$ cat config.mk
export PLATFORM = sky130hd
export DESIGN_NAME = hex_byte_printer
export DESIGN_NICKNAME = d
export VERILOG_FILES = /design/src/rtl/hex_print_pkg.sv /design/src/rtl/nibble_to_ascii.sv /design/src/rtl/hex_byte_printer.sv
export SDC_FILE = /design/constraint.sdc
export NUM_CORES = 1
export LEC_CHECK = 0
export ABC_AREA = 1
export CAP_MARGIN = 15
export CORE_ASPECT_RATIO = 0.8
export CORE_MARGIN = 5
export CORE_UTILIZATION = 50
export DETAILED_ROUTE_END_ITERATION = 8
export GPL_ROUTABILITY_DRIVEN = 0
export PLACE_DENSITY = 0.84
export SLEW_MARGIN = 20
export SYNTH_ARGS = -nofsm -noshare
export SYNTH_HDL_FRONTEND = slang
export SYNTH_SLANG_ARGS = --single-unit
$ cat constraint.sdc
create_clock -name clk -period 4.4 [get_ports clk]
set_clock_uncertainty 0.15 [all_clocks]
set_input_delay 0.66 -clock clk [delete_from_list [all_inputs] [get_ports clk]]
set_output_delay 0.66 -clock clk [all_outputs]
set_load 0.05 [all_outputs]
$ cat src/rtl/hex_print_pkg.sv
// rtl/hex_print_pkg.sv - shared ASCII constants and FSM state encoding for hex_byte_printer (HEX_BYTE_PRINTER_PREFIX_EN adds PFX states)
package hex_print_pkg;

    localparam logic [7:0] ASCII_CR   = 8'h0D;
    localparam logic [7:0] ASCII_LF   = 8'h0A;
    localparam logic [7:0] ASCII_SP   = 8'h20;
    localparam logic [7:0] ASCII_0    = 8'h30;
    localparam logic [7:0] ASCII_X    = 8'h78;
    localparam logic [7:0] ASCII_A_UP = 8'h41;
    localparam logic [7:0] ASCII_A_LO = 8'h61;

    typedef enum logic [2:0] {
        ST_IDLE,
`ifdef HEX_BYTE_PRINTER_PREFIX_EN
        ST_PFX0,
        ST_PFX1,
`endif
        ST_HI,
        ST_LO,
        ST_SEP,
        ST_CR,
        ST_LF
    } state_t;

endpackage

$ cat src/rtl/nibble_to_ascii.sv
// rtl/nibble_to_ascii.sv - combinational 4-bit value to ASCII hex digit
module nibble_to_ascii
    import hex_print_pkg::*;
#(
    parameter int UPPERCASE = 1
) (
    input  logic [3:0] nib,
    output logic [7:0] ch
);

    always_comb begin
        if (nib < 4'd10) begin
            ch = ASCII_0 + {4'd0, nib};
        end else begin
            ch = ((UPPERCASE != 0) ? ASCII_A_UP : ASCII_A_LO) + {4'd0, nib} - 8'd10;
        end
    end

endmodule

$ cat src/rtl/hex_byte_printer.sv
// rtl/hex_byte_printer.sv - prints raw bytes as ASCII hex text into a UART FIFO
// Optional "0x" prefix per byte when HEX_BYTE_PRINTER_PREFIX_EN is defined.
module hex_byte_printer
    import hex_print_pkg::*;
#(
    parameter int         UPPERCASE  = 1,
    parameter logic [7:0] SEP_CHAR   = 8'h20,
    parameter int         LINE_BYTES = 16
) (
    input  logic       clk,
    input  logic       rst_n,
    input  logic       in_valid,
    input  logic [7:0] in_data,
    input  logic       in_last,
    output logic       in_ready,
    input  logic       ready,
    output logic       wr_en,
    output logic [7:0] wr_data
);

    localparam int CNT_RAW = $clog2(LINE_BYTES + 1);
    localparam int CNT_W   = (CNT_RAW < 1) ? 1 : CNT_RAW;

    state_t           state;
    state_t           state_nxt;
    logic [7:0]       held;
    logic             held_last;
    logic [CNT_W-1:0] line_cnt;
    logic             accept;
    logic             emit;
    logic             line_end;
    logic [3:0]       nib;
    logic [7:0]       nib_ch;
    logic [7:0]       ch;

    assign in_ready = rst_n && (state == ST_IDLE);
    assign accept   = in_valid && in_ready;

    // line_cnt has not yet counted the byte whose LO is going out
    assign line_end = held_last ||
                      ((LINE_BYTES != 0) && ((int'(line_cnt) + 1) == LINE_BYTES));

    assign nib = (state == ST_HI) ? held[7:4] : held[3:0];

    nibble_to_ascii #(
        .UPPERCASE(UPPERCASE)
    ) u_nib (
        .nib(nib),
        .ch (nib_ch)
    );

    always_ff @(posedge clk) begin
        if (!rst_n) begin
            state <= ST_IDLE;
        end else begin
            state <= state_nxt;
        end
    end

    always_comb begin
        state_nxt = state;
        case (state)
            ST_IDLE: begin
                if (accept) begin
`ifdef HEX_BYTE_PRINTER_PREFIX_EN
                    state_nxt = ST_PFX0;
`else
                    state_nxt = ST_HI;
`endif
                end
            end
`ifdef HEX_BYTE_PRINTER_PREFIX_EN
            ST_PFX0: if (ready) state_nxt = ST_PFX1;
            ST_PFX1: if (ready) state_nxt = ST_HI;
`endif
            ST_HI:   if (ready) state_nxt = ST_LO;
            ST_LO:   if (ready) state_nxt = line_end ? ST_CR : ST_SEP;
            ST_SEP:  if (ready) state_nxt = ST_IDLE;
            ST_CR:   if (ready) state_nxt = ST_LF;
            ST_LF:   if (ready) state_nxt = ST_IDLE;
            default: state_nxt = ST_IDLE;
        endcase
    end

    always_comb begin
        emit = (state != ST_IDLE) && ready;
        ch   = 8'h00;
        case (state)
`ifdef HEX_BYTE_PRINTER_PREFIX_EN
            ST_PFX0: ch = ASCII_0;
            ST_PFX1: ch = ASCII_X;
`endif
            ST_HI:   ch = nib_ch;
            ST_LO:   ch = nib_ch;
            ST_SEP:  ch = SEP_CHAR;
            ST_CR:   ch = ASCII_CR;
            ST_LF:   ch = ASCII_LF;
            default: ch = 8'h00;
        endcase
    end

    always_ff @(posedge clk) begin
        if (!rst_n) begin
            held      <= 8'h00;
            held_last <= 1'b0;
            line_cnt  <= '0;
            wr_en     <= 1'b0;
            wr_data   <= 8'h00;
        end else begin
            wr_en <= emit;
            if (emit) begin
                wr_data <= ch;
            end
            if (accept) begin
                held      <= in_data;
                held_last <= in_last;
            end
            // saturating count; a LINE_BYTES of 0 keeps it parked at zero
            if (emit && (state == ST_LF)) begin
                line_cnt <= '0;
            end else if (emit && (state == ST_LO) && (int'(line_cnt) < LINE_BYTES)) begin
                line_cnt <= line_cnt + 1'b1;
            end
        end
    end

endmodule
# Word level (Yosys, flattened, before mapping)
# Cells that the tools add are included.
# totals
register_bits	26
input_bits	13
output_inout_bits	10
wordCells	48
# op_classes
add_sub_neg	5
magnitude_cmp	2
n_eq_ne	11
n_mux	10
bitwise	1
n_reduce_logical	13
# ops
cell	count
one-hot mux 8 bit (4 select lines)	1
two-way mux 3 bit	6
one-hot mux 3 bit (5 select lines)	1
adder 7 x 4 -> 8 bit (first input constant)	1
two-way mux 8 bit	1
inequality test 2 bit (second input constant)	4
subtractor 8 x 4 -> 8 bit (second input constant)	1
adder 6 x 4 -> 7 bit (first input constant)	1
adder 5 x 1 -> 6 bit (second input constant)	1
equality test 3 x 2 -> 1 bit (second input constant)	2
equality test 3 bit (second input constant)	2
equality test 6 x 5 -> 1 bit (second input constant)	1
logical AND 1 bit	6
OR reduction 2 bit	3
adder 5 x 1 -> 5 bit (second input constant)	1
less-than comparator 5 bit (second input constant)	1
AND reduction 5 bit	1
less-than comparator 4 bit (second input constant)	1
two-way mux 4 bit	1
equality test 3 x 1 -> 1 bit (second input constant)	1
zero test 3 bit	1
nonzero test 3 bit	1
inequality test 2 x 1 -> 1 bit (second input constant)	1
logical OR 1 bit	1
inverter 1 bit	1

# Depth between registers and ports, before layout
# depth
depth_word	6
ltp_mapped	12
mapped_depth_nobuf	12

# By module
# Synthesis repeated with hierarchy kept, for this count alone.
# hier_totals
cells_unflattened	196
hier_area_um2	1333.8
# by_module_without_submodules
mod	instances	cells_per_inst	area_per_inst_um2
hex_byte_printer	1	171	1209.9
nibble_to_ascii	1	25	123.9

# Worst setup path before layout
# No wires, ideal clock.
# synth_timing
kind	input port to output port
from	input rst_n
to	output in_ready
t_arrival_ns	1.620
path_slack_ns	1.970
path_stages	3
path_buffers	1
cell_sequence	inv_2 -> buf_1 -> nor2_1
# synth_via
elab_chain_cells	1
# synth_lines
element	line	source
from (decl)	hex_byte_printer.sv:11	input logic rst_n,
logical AND 1 bit	hex_byte_printer.sv:36	assign in_ready = rst_n && (state == ST_IDLE);
to (decl)	hex_byte_printer.sv:15	output logic in_ready,
# Every way passes these cells.

# Worst setup path after layout
# Same ends and word-level chain as after synthesis.

==> impl_metrics.env <==
export IMPL_status="finished clean"
export IMPL_worstMarginPinSlew_ns=0.696
export IMPL_dr_pass1_iters=4
export IMPL_cts_tree="built"
export IMPL_critical_path_startpoint_type="input pin"
export IMPL_synth_cell_types=30
export IMPL_io_pins=23
export IMPL_numCtsBuffers=3
export IMPL_clock_sinks=25
export IMPL_cts_hold_buf=0
export IMPL_placed_area_um2=1610
export IMPL_design_area_um2=1640
export IMPL_synthMuxAreaShare=0
export IMPL_fin_crit_ns=3.17
export IMPL_n_antenna_cell=0
export IMPL_grt_pass1_vias=1085
export IMPL_grt_ovfl_total=0
export IMPL_relSlewSlack=0.535
export IMPL_rows=17
export IMPL_post_dp_hpwl_mm=2.08
export IMPL_syn_avg_cell_area_um2=7.34
export IMPL_start_util=0.513
export IMPL_wl_per_cell_um=10.6
export IMPL_cts_buffer_depth=2
export IMPL_synthCells=189
export IMPL_fp_coreArea_um2=2700
export IMPL_worstHoldPathType="reg2reg"
export IMPL_cp_end_kind="output port"
export IMPL_required_ns=3.59
export IMPL_crit_type="in2out"
export IMPL_die_height_um=57.1
export IMPL_wirelength_mm=2.64
export IMPL_drtIter0Drc=46
export IMPL_drive_gt1_frac=0.152
export IMPL_synth_enable_flop_cells=0
export IMPL_irDropWorstVdd_v=0.000251
export IMPL_finalSetupViolCount=0
export IMPL_fmax_ghz=0.315
export IMPL_grt_max_degree=20
export IMPL_rsz0062_at_grt="false"
export IMPL_postSynthNetCount=204
export IMPL_slew_viol_final=0
export IMPL_fp_dieArea_um2=3930
export IMPL_yosysSeqAreaShare=0.361
export IMPL_antenna_found_initial=0
export IMPL_port_buffer_count=21
export IMPL_drc_errors=0
export IMPL_final_min_period_over_clock_period=0.721
export IMPL_antenna_left=0
export IMPL_dieWidth_um=68.9
export IMPL_yosys_area_share_simple=0.380
export IMPL_area_growth_pct=18.3
export IMPL_vias_per_cell=4.99
export IMPL_synth_compound_area_frac=0.144
export IMPL_tns_ns=0
export IMPL_netlist_area_um2=1390
export IMPL_powerDensity_nw_per_um2=458
export IMPL_synth_top_flop_cell="dfxtp_1"
export IMPL_clk_pin_slew_ns=0.13
export IMPL_reg2regPathDepth=10
export IMPL_grt_total_usage=0.149
export IMPL_min_path_cells=2
export IMPL_grt_pass1_wl_mm=4.53
export IMPL_synthAdderAreaFrac=0.0181
export IMPL_finalHoldViolCount=0
export IMPL_final_util=0.607
export IMPL_fill_cells=252
export IMPL_synth_seq_cells=25
export IMPL_worstPathArrival_ns=2.36
export IMPL_critPathMaxFanout=19
export IMPL_synth_xor_area_share=0.00632
export IMPL_vias=1237
export IMPL_insertion_delay_ns=0.32
export IMPL_async_flop_share=0
export IMPL_post_cts_resized=0
export IMPL_root_buffer="clkbuf_4"
export IMPL_yosysWarnings=0
export IMPL_nets=226
export IMPL_synth_top_family_by_area="simple AND/OR/NAND/NOR gates"
export IMPL_cap_violations=0
export IMPL_htreeDepth=1
export IMPL_cts_setup_buffers=0
export IMPL_cellLeakagePower_uw=0.000644
critical path: stages:
cell,delay [ns]
clkdlybuf4s50_1,0.55
inv_2,0.20
nor2_1,0.14
clkdlybuf4s50_1,0.80
synthesized netlist by cell type, types with 3 or more instances:
cell | count | area (um^2)
nand3_1 | 12 | 60.1
nand2_1 | 55 | 206
dfxtp_1 | 25 | 500
nand4_1 | 4 | 25.0
inv_2 | 3 | 11.3
inv_1 | 18 | 67.6
nand2_2 | 8 | 50.1
nand2_4 | 5 | 56.3
a21oi_1 | 13 | 65.1
o21ai_0 | 6 | 30.0
nor2_1 | 8 | 30.0
o31ai_1 | 6 | 45.0
placed cells by master, fill, tap and decap left out, drive strengths merged, types with 4 or more instances in the layout:
cell | synthesis | layout
a21oi | 15 | 15
clkbuf | 0 | 4
clkdlybuf4s50 | 0 | 21
dfxtp | 25 | 25
inv | 23 | 23
nand2 | 68 | 68
nand3 | 14 | 14
nand4 | 4 | 4
nor2 | 11 | 11
o21ai | 10 | 10
o31ai | 6 | 6
path summary, 6_finish.rpt:
check,slack (ns),to,start
worst min register to register,0.32,wr_data[2],wr_data[2]
worst min-delay path,0.32,wr_data[2],wr_data[2]
worst max register to register,2.25,wr_data[2],state[0]
worst max-delay path,1.23,in_ready,rst_n
layer usage:
metal | vias up | track usage | part of all wire
met4 | 0 | 0.0333 | 0.0095
met2 | 19 | 0.226 | 0.45
met1 | 551 | 0.205 | 0.49
met3 | 5 | 0.0472 | 0.051
met5 | - | 0 | 0
li1 | 662 | - | -
stage by stage:
stage               std cells  total power [uW]  setup slack (ns)  hold slack, ns
floorplan                 189               585              1.97           0.289
global placement          244               646              1.24           0.304
detailed placement        244               653              1.23           0.310
CTS                       248               756              1.23           0.329
global route              248               812              1.13           0.351
finish                    248               752              1.23           0.324
registers in the layout (all words and copies together), names as in the netlist:
name,cells
wr_en,1
line_cnt,5
state,3
wr_data,7
held_last,1
held,8
where the power goes:
| group | internal [uW] | total, uW | leakage (uW) | switching (uW) |
|---|---|---|---|---|
| Combinational | 127 | 357 | 0.000425 | 230 |
| Sequential | 259 | 290 | 0.000204 | 31.4 |
| Clock | 35.5 | 105 | 0.0000150 | 69.3 |
| Total | 421 | 752 | 0.000644 | 331 |
cell families (layout without fill, tap and decap cells):
group                      after synthesis  in the layout
other                                    1              1
and+or+nand+nor                        100            100
DFF                                     25             25
xor gates and xnor gates                 1              1
adders and majority gates                2              2
AOI/OAI and AO/OA                       33             33
buffers and inverters                   27             48
area by class of cell:
class | count | area, um^2 | area share
Multi-Input combinational cell | 137 | 764 | 0.466
Sequential cell | 25 | 500 | 0.305
Timing Repair Buffer | 21 | 210 | 0.128
Inverter | 23 | 91.3 | 0.0557
Tap cell | 38 | 47.5 | 0.0290
Clock buffer | 4 | 26.3 | 0.0160
No activity file was read; power rests on OpenSTA's default activity.
